==> src/rtl/calc_seq_alu_pkg.sv <==
// Shared opcode/state encodings and flag bit positions for the sequential calculator.
package calc_pkg;

  typedef enum logic [3:0] {
    OP_ADD = 4'd0,
    OP_SUB = 4'd1,
    OP_MUL = 4'd2,
    OP_DIV = 4'd3,
    OP_MOD = 4'd4,
    OP_AND = 4'd5,
    OP_OR  = 4'd6,
    OP_XOR = 4'd7,
    OP_SHL = 4'd8,
    OP_SHR = 4'd9
  } op_e;

  typedef enum logic [1:0] {
    IDLE,
    MULDIV,
    DONE
  } state_e;

  localparam int unsigned FLG_C = 0;
  localparam int unsigned FLG_V = 1;
  localparam int unsigned FLG_B = 2;
  localparam int unsigned FLG_Z = 3;
  localparam int unsigned FLG_E = 4;
  localparam int unsigned FLG_W = 5;

  function automatic logic is_muldiv(op_e op);
    return (op == OP_MUL) || (op == OP_DIV) || (op == OP_MOD);
  endfunction

endpackage

==> src/rtl/calc_seq_alu_if.sv <==
// Request/response handshake bundle between the operand source, the calculator and the result sink.
interface calc_seq_alu_if #(parameter int unsigned N = 4) ();

  logic           in_valid;
  logic           in_ready;
  logic [3:0]     op_select;
  logic [N-1:0]   operand1;
  logic [N-1:0]   operand2;
  logic           out_valid;
  logic           out_ready;
  logic [2*N-1:0] resultado;
  logic [4:0]     banderas;
  logic           busy;

  modport master (
    output in_valid, op_select, operand1, operand2, out_ready,
    input  in_ready, out_valid, resultado, banderas, busy
  );

  modport slave (
    input  in_valid, op_select, operand1, operand2, out_ready,
    output in_ready, out_valid, resultado, banderas, busy
  );

endinterface

==> src/rtl/calc_seq_alu_iter_muldiv.sv <==
// Iterative N-cycle shift-add multiplier and restoring divider sharing one iteration counter.
module iter_muldiv #(
  parameter int unsigned N = 4
) (
  input  logic           clk,
  input  logic           rst,
  input  logic           start,
  input  logic           mode,
  input  logic [N-1:0]   a,
  input  logic [N-1:0]   b,
  output logic           done,
  output logic [2*N-1:0] product,
  output logic [N-1:0]   quotient,
  output logic [N-1:0]   remainder,
  output logic           div0
);

  localparam int unsigned CW = $clog2(N) + 1;

  logic           run_q, run_d;
  logic           mode_q, mode_d;
  logic [CW-1:0]  cnt_q, cnt_d;
  logic [2*N-1:0] mcand_q, mcand_d;
  logic [N-1:0]   mplier_q, mplier_d;
  logic [2*N-1:0] prod_q, prod_d;
  logic [N-1:0]   rem_q, rem_d;
  logic [N-1:0]   quo_q, quo_d;
  logic [N-1:0]   dvsr_q, dvsr_d;
  logic [N:0]     shifted;
  logic [N:0]     trial;

  always_comb begin
    run_d    = run_q;
    mode_d   = mode_q;
    cnt_d    = cnt_q;
    mcand_d  = mcand_q;
    mplier_d = mplier_q;
    prod_d   = prod_q;
    rem_d    = rem_q;
    quo_d    = quo_q;
    dvsr_d   = dvsr_q;
    done     = 1'b0;
    shifted  = {rem_q, quo_q[N-1]};
    trial    = shifted - {1'b0, dvsr_q};

    if (start) begin
      run_d    = 1'b1;
      mode_d   = mode;
      cnt_d    = '0;
      mcand_d  = {{N{1'b0}}, a};
      mplier_d = b;
      prod_d   = '0;
      rem_d    = '0;
      quo_d    = a;
      dvsr_d   = b;
    end else if (run_q) begin
      if (!mode_q) begin
        if (mplier_q[0]) prod_d = prod_q + mcand_q;
        mcand_d  = mcand_q << 1;
        mplier_d = mplier_q >> 1;
      end else if (!trial[N]) begin
        // A zero divisor always "fits", yielding all-ones quotient and remainder == dividend.
        rem_d = trial[N-1:0];
        quo_d = {quo_q[N-2:0], 1'b1};
      end else begin
        rem_d = shifted[N-1:0];
        quo_d = {quo_q[N-2:0], 1'b0};
      end
      cnt_d = cnt_q + 1'b1;
      if (cnt_q == CW'(N - 1)) begin
        done  = 1'b1;
        run_d = 1'b0;
      end
    end
  end

  // Results are presented from the next-state values so the consumer can register them on the final edge.
  assign product   = prod_d;
  assign quotient  = quo_d;
  assign remainder = rem_d;
  assign div0      = (dvsr_q == '0);

  always_ff @(posedge clk) begin
    if (rst) begin
      run_q    <= 1'b0;
      mode_q   <= 1'b0;
      cnt_q    <= '0;
      mcand_q  <= '0;
      mplier_q <= '0;
      prod_q   <= '0;
      rem_q    <= '0;
      quo_q    <= '0;
      dvsr_q   <= '0;
    end else begin
      run_q    <= run_d;
      mode_q   <= mode_d;
      cnt_q    <= cnt_d;
      mcand_q  <= mcand_d;
      mplier_q <= mplier_d;
      prod_q   <= prod_d;
      rem_q    <= rem_d;
      quo_q    <= quo_d;
      dvsr_q   <= dvsr_d;
    end
  end

endmodule

==> src/rtl/calc_seq_alu.sv <==
// Sequential calculator: handshake FSM, single-cycle datapath, flag logic and registered result.
module calc_seq_alu
  import calc_pkg::*;
#(
  parameter int unsigned N = 4
) (
  input  logic         clk,
  input  logic         rst,
  calc_seq_alu_if.slave bus
);

  state_e         state_q, state_d;
  op_e            op_q, op_d;
  op_e            op_in;
  logic [2*N-1:0] res_q, res_d;
  logic [FLG_W-1:0] flg_q, flg_d;
  logic [2*N-1:0] alu_res, md_res;
  logic [FLG_W-1:0] alu_flg, md_flg;
  logic [N:0]     add_sum;
  logic           md_start, md_mode, md_done, md_div0;
  logic [2*N-1:0] md_product;
  logic [N-1:0]   md_quot, md_rem;

  assign op_in    = op_e'(bus.op_select);
  assign md_start = (state_q == IDLE) && bus.in_valid && is_muldiv(op_in);
  assign md_mode  = (op_in != OP_MUL);

  iter_muldiv #(.N(N)) u_muldiv (
    .clk       (clk),
    .rst       (rst),
    .start     (md_start),
    .mode      (md_mode),
    .a         (bus.operand1),
    .b         (bus.operand2),
    .done      (md_done),
    .product   (md_product),
    .quotient  (md_quot),
    .remainder (md_rem),
    .div0      (md_div0)
  );

  always_comb begin
    alu_res = '0;
    alu_flg = '0;
    add_sum = {1'b0, bus.operand1} + {1'b0, bus.operand2};
    case (op_in)
      OP_ADD: begin
        alu_res[N-1:0] = add_sum[N-1:0];
        alu_flg[FLG_C] = add_sum[N];
      end
      OP_SUB: begin
        alu_res[N-1:0] = bus.operand1 - bus.operand2;
        alu_flg[FLG_B] = (bus.operand2 > bus.operand1);
      end
      OP_AND: alu_res[N-1:0] = bus.operand1 & bus.operand2;
      OP_OR:  alu_res[N-1:0] = bus.operand1 | bus.operand2;
      OP_XOR: alu_res[N-1:0] = bus.operand1 ^ bus.operand2;
      OP_SHL: alu_res = {{N{1'b0}}, bus.operand1} << bus.operand2;
      OP_SHR: alu_res[N-1:0] = bus.operand1 >> bus.operand2;
      OP_MUL, OP_DIV, OP_MOD: alu_res = '0;
      default: alu_flg[FLG_E] = 1'b1;
    endcase
    alu_flg[FLG_Z] = (alu_res == '0);
  end

  always_comb begin
    md_res = '0;
    md_flg = '0;
    case (op_q)
      OP_MUL: begin
        md_res         = md_product;
        md_flg[FLG_V]  = |md_product[2*N-1:N];
      end
      OP_DIV: begin
        md_res[N-1:0]  = md_quot;
        md_flg[FLG_E]  = md_div0;
      end
      default: begin
        md_res[N-1:0]  = md_rem;
        md_flg[FLG_E]  = md_div0;
      end
    endcase
    md_flg[FLG_Z] = (md_res == '0);
  end

  always_comb begin
    state_d = state_q;
    op_d    = op_q;
    res_d   = res_q;
    flg_d   = flg_q;
    case (state_q)
      IDLE: begin
        if (bus.in_valid) begin
          op_d = op_in;
          if (is_muldiv(op_in)) begin
            state_d = MULDIV;
          end else begin
            res_d   = alu_res;
            flg_d   = alu_flg;
            state_d = DONE;
          end
        end
      end
      MULDIV: begin
        if (md_done) begin
          res_d   = md_res;
          flg_d   = md_flg;
          state_d = DONE;
        end
      end
      DONE: begin
        if (bus.out_ready) state_d = IDLE;
      end
      default: state_d = IDLE;
    endcase
  end

  always_ff @(posedge clk) begin
    if (rst) begin
      state_q <= IDLE;
      op_q    <= OP_ADD;
      res_q   <= '0;
      flg_q   <= '0;
    end else begin
      state_q <= state_d;
      op_q    <= op_d;
      res_q   <= res_d;
      flg_q   <= flg_d;
    end
  end

  assign bus.in_ready  = (state_q == IDLE);
  assign bus.out_valid = (state_q == DONE);
  assign bus.busy      = (state_q == MULDIV);
  assign bus.resultado = res_q;
  assign bus.banderas  = flg_q;

endmodule

==> src/flat_wrapper.sv <==
// flat-port wrapper written by rule: the top's interface ports become plain ports
module calc_seq_alu_flat import calc_pkg::*;
#(
  parameter int unsigned N = 4
)
  (clk, rst, bus_in_valid, bus_op_select, bus_operand1, bus_operand2, bus_out_ready, bus_in_ready, bus_out_valid, bus_resultado, bus_banderas, bus_busy);
  calc_seq_alu_if #(.N(N)) bus_i ();
  input  logic clk;
  input  logic rst;
  input wire logic [$bits(bus_i.in_valid)-1:0] bus_in_valid;
  input wire logic [$bits(bus_i.op_select)-1:0] bus_op_select;
  input wire logic [$bits(bus_i.operand1)-1:0] bus_operand1;
  input wire logic [$bits(bus_i.operand2)-1:0] bus_operand2;
  input wire logic [$bits(bus_i.out_ready)-1:0] bus_out_ready;
  output wire logic [$bits(bus_i.in_ready)-1:0] bus_in_ready;
  output wire logic [$bits(bus_i.out_valid)-1:0] bus_out_valid;
  output wire logic [$bits(bus_i.resultado)-1:0] bus_resultado;
  output wire logic [$bits(bus_i.banderas)-1:0] bus_banderas;
  output wire logic [$bits(bus_i.busy)-1:0] bus_busy;
  assign bus_i.in_valid = bus_in_valid;
  assign bus_i.op_select = bus_op_select;
  assign bus_i.operand1 = bus_operand1;
  assign bus_i.operand2 = bus_operand2;
  assign bus_i.out_ready = bus_out_ready;
  assign bus_in_ready = bus_i.in_ready;
  assign bus_out_valid = bus_i.out_valid;
  assign bus_resultado = bus_i.resultado;
  assign bus_banderas = bus_i.banderas;
  assign bus_busy = bus_i.busy;
  calc_seq_alu #(.N(N)) u_core (.clk(clk), .rst(rst), .bus(bus_i));
endmodule
==> config.mk <==
export PLATFORM = sky130hd
export DESIGN_NAME = calc_seq_alu_flat
export DESIGN_NICKNAME = d
export VERILOG_FILES = /design/src/rtl/calc_seq_alu_pkg.sv /design/src/rtl/calc_seq_alu_if.sv /design/src/rtl/calc_seq_alu_iter_muldiv.sv /design/src/rtl/calc_seq_alu.sv /design/src/flat_wrapper.sv
export SDC_FILE = /design/constraint.sdc
export NUM_CORES = 1
export LEC_CHECK = 0
export ABC_AREA = 1
export CORE_MARGIN = 5
export CORE_UTILIZATION = 56
export CTS_CLUSTER_SIZE = 25
export DETAILED_ROUTE_END_ITERATION = 16
export GPL_ROUTABILITY_DRIVEN = 0
export GPL_TIMING_DRIVEN = 0
export PLACE_DENSITY = 0.77
export SETUP_SLACK_MARGIN = 0.5
export SYNTH_ARGS = -nofsm -noshare
export SYNTH_HDL_FRONTEND = slang
export SYNTH_SLANG_ARGS = --single-unit
==> constraint.sdc <==
create_clock -name clk -period 3.35 [get_ports clk]
set_clock_uncertainty 0.2 [all_clocks]
set_input_delay 0.67 -clock clk [delete_from_list [all_inputs] [get_ports clk]]
set_output_delay 0.67 -clock clk [all_outputs]
set_load 0.05 [all_outputs]
Word level (Yosys, flattened, before mapping)
Index checks and enable logic that the tools add are counted.
Widths: inputs -> output; s select.
{"block": "op_classes", "n_addsub": 5, "mul": 0, "div_mod_pow": 0, "order_cmp": 1, "eq_ne": 20, "n_shift": 2, "mux": 46, "n_bitwise": 4, "n_reduce_logical": 19}
{"op": "$mux 4", "n": 15}
{"op": "$mux 8", "n": 7}
{"op": "$pmux 4 s7", "n": 1}
{"op": "$eq 4x2->1 const B", "n": 4}
{"op": "$eq 4x3->1 const B", "n": 4}
{"op": "$logic_not 8->1", "n": 2}
{"op": "$pmux 8 s2", "n": 1}
{"op": "$mux 5", "n": 3}
{"op": "$mux 1", "n": 12}
{"op": "$pmux 5 s2", "n": 1}
{"op": "$reduce_or 10->1", "n": 1}
{"op": "$add 8x8->8", "n": 1}
{"op": "$eq 4x4->1 const B", "n": 2}
{"op": "$logic_not 4->1", "n": 2}
{"op": "$mux 2", "n": 4}
{"op": "$pmux 4 s2", "n": 1}
{"op": "$shl 4x4->8", "n": 1}
{"op": "$ne 2x2->1 const B", "n": 3}
{"op": "$pmux 2 s3", "n": 1}
{"op": "$reduce_and 2->1", "n": 3}
{"op": "$add 4x4->5", "n": 1}
{"op": "$sub 5x4->5", "n": 1}
{"op": "$and 4x4->4", "n": 1}
{"op": "$eq 4x1->1 const B", "n": 1}
{"op": "20 further kinds", "n": 24}
{"block": "word_totals", "reg_bits": 56, "latchBits": 0, "ram_bits": 0, "romBits": 0, "output_inout_bits": 16, "word_cells": 111, "n_memories": 0}

Logic depth before layout (Yosys ltp)
{"block": "depth", "word_depth": 9, "depth_mapped": 17, "depth_no_buf": 17}

Modules after synthesis
From an unflattened synthesis, not the netlist that was laid out.
{"block": "hier_totals", "cells_unflattened": 616, "hier_area_um2": 4021.4}
{"module": "iter_muldiv", "instances": 1, "cells_each": 302, "area_each_um2": 2150.8}
{"module": "calc_seq_alu", "instances": 1, "cells_each": 314, "area_each_um2": 1870.5}

Least setup slack after synthesis
No wires, ideal clock.
{"block": "synth_path", "path_kind": "input to register", "start": "input port bus_operand1[0]", "end": "register u_core.flg_q[3], in the netlist u_core.bus.banderas[3]", "setup_time_ns": 0.120, "arrival_ns": 1.957, "path_slack_ns": 1.073, "cell_stages": 14, "path_buffers": 0, "cell_sequence": "inv_1 ha_1 inv_1 fa_1 inv_1 nor2_1 nor3_1 nor2_1 nand2_1 nor2_1 nand4_1 nor2_1 nor2_1 a21oi_1"}
{"block": "synth_between", "elab_chain_cells": 6}
{"element": "from (decl)", "line_no": "flat_wrapper.sv:12", "rtl": "input wire logic [$bits(bus_i.operand1)-1:0] bus_operand1;"}
{"element": "$sub 4x4->4 (tied with other cells)", "line_no": "calc_seq_alu.sv:52", "rtl": "alu_res[N-1:0] = bus.operand1 - bus.operand2;"}
{"element": "$pmux 4 s7 / $mux 4 (equally long branches)", "line_no": "calc_seq_alu.sv:46", "rtl": "case (op_in)"}
{"element": "$logic_not 8->1", "line_no": "calc_seq_alu.sv:63", "rtl": "alu_flg[FLG_Z] = (alu_res == '0);"}
{"element": "$mux 5", "line_no": "calc_seq_alu.sv:95", "rtl": "if (is_muldiv(op_in)) begin"}
{"element": "$mux 5", "line_no": "calc_seq_alu.sv:93", "rtl": "if (bus.in_valid) begin"}
{"element": "$pmux 5 s2 *", "line_no": "calc_seq_alu.sv:91", "rtl": "case (state_q)"}
{"element": "to (signal assigned)", "line_no": "calc_seq_alu.sv:128", "rtl": "flg_q <= flg_d;"}
{"element": "to (decl)", "line_no": "calc_seq_alu.sv:16", "rtl": "logic [FLG_W-1:0] flg_q, flg_d;"}
Every way passes the cells marked *; elsewhere a longest branch is shown, timed or not. The select of a mux whose other input is x is not followed.
A chain may end at the register's enable or synchronous reset.

Worst setup path after layout
{"block": "layout_path", "start": "input port bus_operand1[1]", "end": "register u_core.flg_q[3], in the netlist u_core.bus.banderas[3]"}
Same word-level chain as after synthesis.

==> results.txt <==
Status - complete, no violations
Syn Std Cell Area - 4010 um2
Tcrit/Tclk final - 80.8%
Global-route wire length before repair - 18400 um
Initial Utilization - 58.4%
Critical Path AT - 2.77 ns
Final TNS setup - 0 ns
Post-route DRC - 0
Startpoint Class - primary input
Setup Buffers After CTS - 0
Rel. slew slack - 61.3%
Met1 GRT Util - 32.7%
Core ar. - 6870 um2
Max Slew Vio Count - 0
Required time of the critical path - 3.41 ns
Net count after synthesis - 671
Post-synth EDFFs - 0
Synth cell types - 41
Synth Flop Type - dfxtp_1
Fin crit period - 2.71 ns
Longest Clk Path Bufs - 2
Standard-cell rows - 30
Final Hold Fails - 0
M3 GR Usage - 4.94%
Die boundary height - 94.6 um
Vias in the first global route - 3951
Slew @ Worst Pin - 0.578 ns
Largest net degree at the start of global routing - 19
GR peak layer - met2
CP endpoint kind - register
Ant. Diodes - 0
Sequential power share - 47.2%
Psw - 538 uW
CTS tree - done
Die X - 94.6 um
Area delta synth->final - 13.2%
GRT overflow - 0
Die footprint - 8950 um2
Post-DP HPWL - 8760 um
Max_cap viols - 0
Io pins - 32
HP Class - reg -> reg
Initial antenna violation count - 0
Max IR drop VDD - 0.213 mV
Port Buffers - 30
Final nets - 708
Crit-path cells - clkdlybuf4s15_1 > inv_1 > ha_1 > nor2_1 > o21ai_0 > nand3_1 > nand3_1 > nand3_1 > nor2_1 > nand2_1 > nor2_1 > nor2_1 > a21oi_1
Commonest non-fill, non-tap cells in the layout - nand2_1, inv_1, nand3_1, nor2_1, dfxtp_1
Pwr Density - 337 nW/um2
Commonest non-fill, non-tap cell in the layout - nand2_1
CP most frequent cell - nor2_1
Buffers & Inverters on Critical Path - 2
Slowest CP cell - clkdlybuf4s15_1
Post-synth ARST share - 0%
Clock slew at reported path FFs - 0.11 ns
Met2 usage - 42.8%
Syn_area_per_cell - 6.41 um2
Fill cells - 639
Post-CTS Hold Buffers - 0
Crit path max-delay family - simple AND/OR/NAND/NOR gates
DP Area - 4430 um2
Post-synthesis sequential area ratio - 28.0%
DRT iter0 DRCs - 342
Wirelength per Cell - 14.4 um
Total GRT Usage - 25.9%
Root buffer cell - clkbuf_8
Final worst slack - 0.643 ns
Routed wire length - 11000 um
CTS Buf Count - 5
Worst R2R Setup Slack - 0.74 ns
Final setup viols - 0
Setup Crit Path Kind - in -> reg
Fmax - 369 MHz
Logic pwr share - 27.9%
Post-place setup slack - 0.0186 ns
Cell internal pwr - 990 uW
Design area - 4540 um2
Leak - 0.00214 uW
Syn. warnings - 0
Clk pwr share - 24.9%
Critical path peak fanout - 7
Final ANT Viol Nets - 0
Cells after Synth - 625
RSZ-0062 raised after global routing - true
Switching portion of total power - 35.2%
Via density - 5.45
Crit path largest cell delay - 0.38 ns
Max H-tree Level - 2
Drt pass-1 iters - 5
Vias - 4134
Clock Latency Late Sink - 0.32 ns
Register bit total from synthesis - 56
# clock sinks - 56
Layout cell share with drive strength beyond 1 - 7.99%
## registers in the layout, indices dropped and copies added (netlist names)
| name | cells |
|---|---|
| u_core.bus.banderas | 5 |
| u_core.bus.resultado | 8 |
| u_core.op_q | 4 |
| u_core.state_q | 2 |
| u_core.u_muldiv.cnt_q | 3 |
| u_core.u_muldiv.dvsr_q | 4 |
| u_core.u_muldiv.mcand_q | 8 |
| u_core.u_muldiv.mode_q | 1 |
| u_core.u_muldiv.mplier_q | 4 |
| u_core.u_muldiv.prod_q | 8 |
| u_core.u_muldiv.quo_q | 4 |
| u_core.u_muldiv.rem_q | 4 |
| u_core.u_muldiv.run_q | 1 |
## metal layers
layer,routed length (um),up-vias
met1,4840,1874
li1,-,2101
met5,0,-
met3,660,25
met2,5150,134
met4,318,0
## worst min-delay path, stage by stage, from the launching register on
cell and delay [ns]:
dfxtp_1 0.33, nand2_1 0.06, a21oi_1 0.05
## synth_stat cells, types with 2 or more instances
cell type | count | area, um2
dfxtp_1 | 56 | 1120
nand3_1 | 63 | 315
xor2_1 | 2 | 17.5
o21ai_1 | 6 | 30.0
inv_2 | 10 | 37.5
nand2_2 | 5 | 31.3
buf_1 | 2 | 7.51
o21ai_0 | 47 | 235
clkbuf_1 | 6 | 22.5
inv_1 | 82 | 308
nor2_2 | 2 | 12.5
nand4_1 | 12 | 75.1
nand2_1 | 154 | 578
a21oi_1 | 34 | 170
buf_2 | 2 | 10.0
a31oi_1 | 7 | 43.8
fa_1 | 4 | 80.1
nor2_1 | 58 | 218
o21ai_2 | 2 | 17.5
buf_4 | 6 | 45.0
o211ai_1 | 2 | 15.0
nor3_1 | 6 | 30.0
ha_1 | 26 | 325
buf_6 | 2 | 22.5
nand3b_1 | 6 | 45.0
or2_2 | 4 | 25.0
o22ai_1 | 5 | 31.3
## logic make-up after synthesis
family,share of synthesized area (%)
xor+xnor,0.656
buf+inv,11.5
simple gates,35.2
fa+ha+maj,10.1
compound gates,14.6
flops,28.0
## through the flow
| step | power [uW] | cells | utilization, % | hold WS (ns) |
|---|---|---|---|---|
| global route | 1620 | 759 | 66.1 | 0.295 |
| CTS | 1530 | 759 | 65.8 | 0.273 |
| global placement | 1150 | 751 | 64.5 | 0.250 |
| finish | 1530 | 759 | 66.1 | 0.274 |
| floorplan | 1020 | 625 | - | 0.239 |
| detailed placement | 1150 | 751 | 64.5 | 0.256 |
## area by class of cell
| cell class | instances | area (um2) | area share [%] |
|---|---|---|---|
| Buffer | 18 | 109 | 2.40 |
| Clock buffer | 5 | 68.8 | 1.52 |
| Clock inverter | 3 | 22.5 | 0.496 |
| Inverter | 93 | 352 | 7.75 |
| Multi-Input combinational cell | 458 | 2440 | 53.8 |
| Sequential cell | 56 | 1120 | 24.7 |
| Tap cell | 96 | 120 | 2.65 |
| Timing Repair Buffer | 30 | 303 | 6.67 |
## power groups by stage
| stage | clock (uW) | sequential, uW | combinational (uW) |
|---|---|---|---|
| after floorplan | 0 | 787 | 234 |
| after global placement | 0 | 735 | 415 |
| after detailed placement | 0 | 735 | 420 |
| after CTS | 389 | 720 | 421 |
| after global routing | 420 | 724 | 472 |
| final | 381 | 721 | 427 |
## worst paths after layout
kind / from / cells past startpoint / endpoint
setup / recovery: bus_operand1[1] / 13 / u_core.bus.banderas[3]
hold / removal: u_core.bus.banderas[1] / 2 / u_core.bus.banderas[1]
setup reg to reg: u_core.u_muldiv.dvsr_q[0] / 13 / u_core.bus.resultado[0]
hold reg to reg: u_core.bus.banderas[1] / 2 / u_core.bus.banderas[1]
## repair_timing
| item | 4_1_cts | 5_1_grt |
|---|---|---|
| resized for setup | 7 | 5 |
| pin swaps | 0 | 0 |
| setup endpoints to repair | 2 | 2 |
| gates cloned | 0 | 0 |
Power figures use the tool's default switching activity.
==> RTL change: new RTL, same flow settings <==
`N` is set to 4 in 4 places; all go to 8.
--- a/src/rtl/calc_seq_alu_if.sv
+++ b/src/rtl/calc_seq_alu_if.sv
@@ -1,4 +1,4 @@
 // Request/response handshake bundle between the operand source, the calculator and the result sink.
-interface calc_seq_alu_if #(parameter int unsigned N = 4) ();
+interface calc_seq_alu_if #(parameter int unsigned N = 8) ();
 
   logic           in_valid;
--- a/src/rtl/calc_seq_alu_iter_muldiv.sv
+++ b/src/rtl/calc_seq_alu_iter_muldiv.sv
@@ -1,5 +1,5 @@
 // Iterative N-cycle shift-add multiplier and restoring divider sharing one iteration counter.
 module iter_muldiv #(
-  parameter int unsigned N = 4
+  parameter int unsigned N = 8
 ) (
   input  logic           clk,
--- a/src/rtl/calc_seq_alu.sv
+++ b/src/rtl/calc_seq_alu.sv
@@ -3,5 +3,5 @@
   import calc_pkg::*;
 #(
-  parameter int unsigned N = 4
+  parameter int unsigned N = 8
 ) (
   input  logic         clk,
--- a/src/flat_wrapper.sv
+++ b/src/flat_wrapper.sv
@@ -2,5 +2,5 @@
 module calc_seq_alu_flat import calc_pkg::*;
 #(
-  parameter int unsigned N = 4
+  parameter int unsigned N = 8
 )
   (clk, rst, bus_in_valid, bus_op_select, bus_operand1, bus_operand2, bus_out_ready, bus_in_ready, bus_out_valid, bus_resultado, bus_banderas, bus_busy);
Ports: changed (resized bus_operand1, bus_operand2 and bus_resultado); port bits go from 32 to 48. No check against the original RTL was run, so the function may have changed too.
==> RTL change against the unedited design <==
Total power is 110% higher. Hold slack hardly changed. Sequential cell count is 41 higher. Via count is 120% higher. Area after synthesis is 96% higher. Largest power group unchanged. Sequential power is 72% higher. Wire length is 140% higher. Final area is 100% higher. Critical path depth is 7 higher. Setup slack worse by 0.13 ns.
==> RTL change: results (changes against the unedited design) <==
{
  "netSwitchingPower": {"value": 1150, "unit": "µW", "change": "was 538 µW"},
  "placed_cells_incl_taps": {"value": 1518, "change": "was 751"},
  "final.fill_count": {"value": 1318, "change": "was 639"},
  "power.internal": {"value": 2020, "unit": "µW", "change": "was 990 µW"},
  "port_buffers": {"value": 46, "change": "was 30"},
  "syn_inst": {"value": 1292, "change": "was 625"},
  "synth.area.top_cells": {"value": "sky130_fd_sc_hd__dfxtp_1, sky130_fd_sc_hd__nand2_1, sky130_fd_sc_hd__nand3_1", "change": "was sky130_fd_sc_hd__dfxtp_1, sky130_fd_sc_hd__nand2_1, sky130_fd_sc_hd__ha_1"},
  "clk_transition_reported_paths": {"value": 0.07, "unit": "ns", "change": "was 0.11 ns"},
  "design.final.nets": {"value": 1445, "change": "was 708"},
  "total_via_count_in_the_routed_design": {"value": 9017, "change": "was 4134"},
  "p_seq": {"value": 1240, "unit": "µW", "change": "was 721 µW"},
  "global_route.usage.total": {"value": 30.4, "unit": "%", "change": "was 25.9%"},
  "routed_len_inst": {"value": 16.6, "unit": "µm", "change": "was 14.4 µm"},
  "worst_path_max_delay_cell": {"value": "sky130_fd_sc_hd__fa_2", "change": "was sky130_fd_sc_hd__clkdlybuf4s15_1"},
  "grt_first_pass_wirelength": {"value": 40200, "unit": "µm", "change": "was 18400 µm"},
  "synth_common_cells": {"value": "sky130_fd_sc_hd__nand2_1, sky130_fd_sc_hd__inv_1, sky130_fd_sc_hd__nand3_1", "change": "unchanged"},
  "ctsResizeCount": {"value": 54, "change": "was 7"},
  "crit_arrival": {"value": 2.92, "unit": "ns", "change": "was 2.77 ns"},
  "worst_skew_pair.late_latency": {"value": 0.36, "unit": "ns", "change": "was 0.32 ns"},
  "worst_vdd_rail_ir_drop": {"value": 0.233, "unit": "mV", "change": "was 0.213 mV"},
  "postCtsSetupBuffers": {"value": 7, "change": "was 0"},
  "sequential_share_of_the_synthesized_area": {"value": 24.7, "unit": "%", "change": "was 28.0%"},
  "max_clock_freq": {"value": 0.352, "unit": "GHz", "change": "was 0.369 GHz"},
  "outcome": {"value": "finished, final reports clean", "change": "unchanged"},
  "final.hold.worst_slack": {"value": 0.274, "unit": "ns", "change": "about the same"},
  "yosysUniqueCellTypes": {"value": 46, "change": "was 41"},
  "crit_type": {"value": "reg -> reg", "change": "was in -> reg"},
  "place_area": {"value": 8550, "unit": "µm²", "change": "was 4430 µm²"}
}
==> RTL change: cell count changes in the layout (fill, tap and decap cells not counted), sizes merged, moves of 9 or more <==
cell    change
nor2       +53
dfxtp      +41
clkbuf     +24
a21oi      +46
inv        +88
nand3      +94
buf        +33
ha         +22
o21ai      +39
nand4      +22
o211ai      +9
nand2     +206
==> RTL change: worst paths after layout <==
check | end | startpoint | depth (start not counted)
min | u_core.bus.banderas[1]$_SDFFE_PP0P_ | u_core.bus.banderas[1]$_SDFFE_PP0P_ | 2
max reg2reg | u_core.bus.banderas[3]$_SDFFE_PP0P_ | u_core.u_muldiv.quo_q[7]$_SDFF_PP0_ | 20
min reg2reg | u_core.bus.banderas[1]$_SDFFE_PP0P_ | u_core.bus.banderas[1]$_SDFFE_PP0P_ | 2
max | u_core.bus.banderas[3]$_SDFFE_PP0P_ | u_core.u_muldiv.quo_q[7]$_SDFF_PP0_ | 20
==> RTL change: layout make-up <==
class / instances / area, µm² / area share (%)
sequential: 97 / 1940 / 21.1
clock buffer: 9 / 225 / 2.44
tap: 180 / 225 / 2.44
multi-input combinational: 972 / 5230 / 56.7
inverter: 186 / 727 / 7.88
buffer: 39 / 248 / 2.69
clock inverter: 7 / 52.6 / 0.570
timing repair buffer: 64 / 569 / 6.17
==> RTL change: layer usage <==
layer	GRT usage, %	part of all wire, %	up-vias
met5	0	0	-
met4	14.8	5.4	0
met3	4.52	9.3	113
met2	48.5	44	507
met1	40.2	41	4019
li1	-	-	4378
==> RTL change: cell families after synthesis <==
kind of cell,synth area share (%)
compound gates,15.1
xor+xnor,0.892
fa+ha+maj,8.67
buf+inv,11.6
flops,24.7
simple gates,39.0
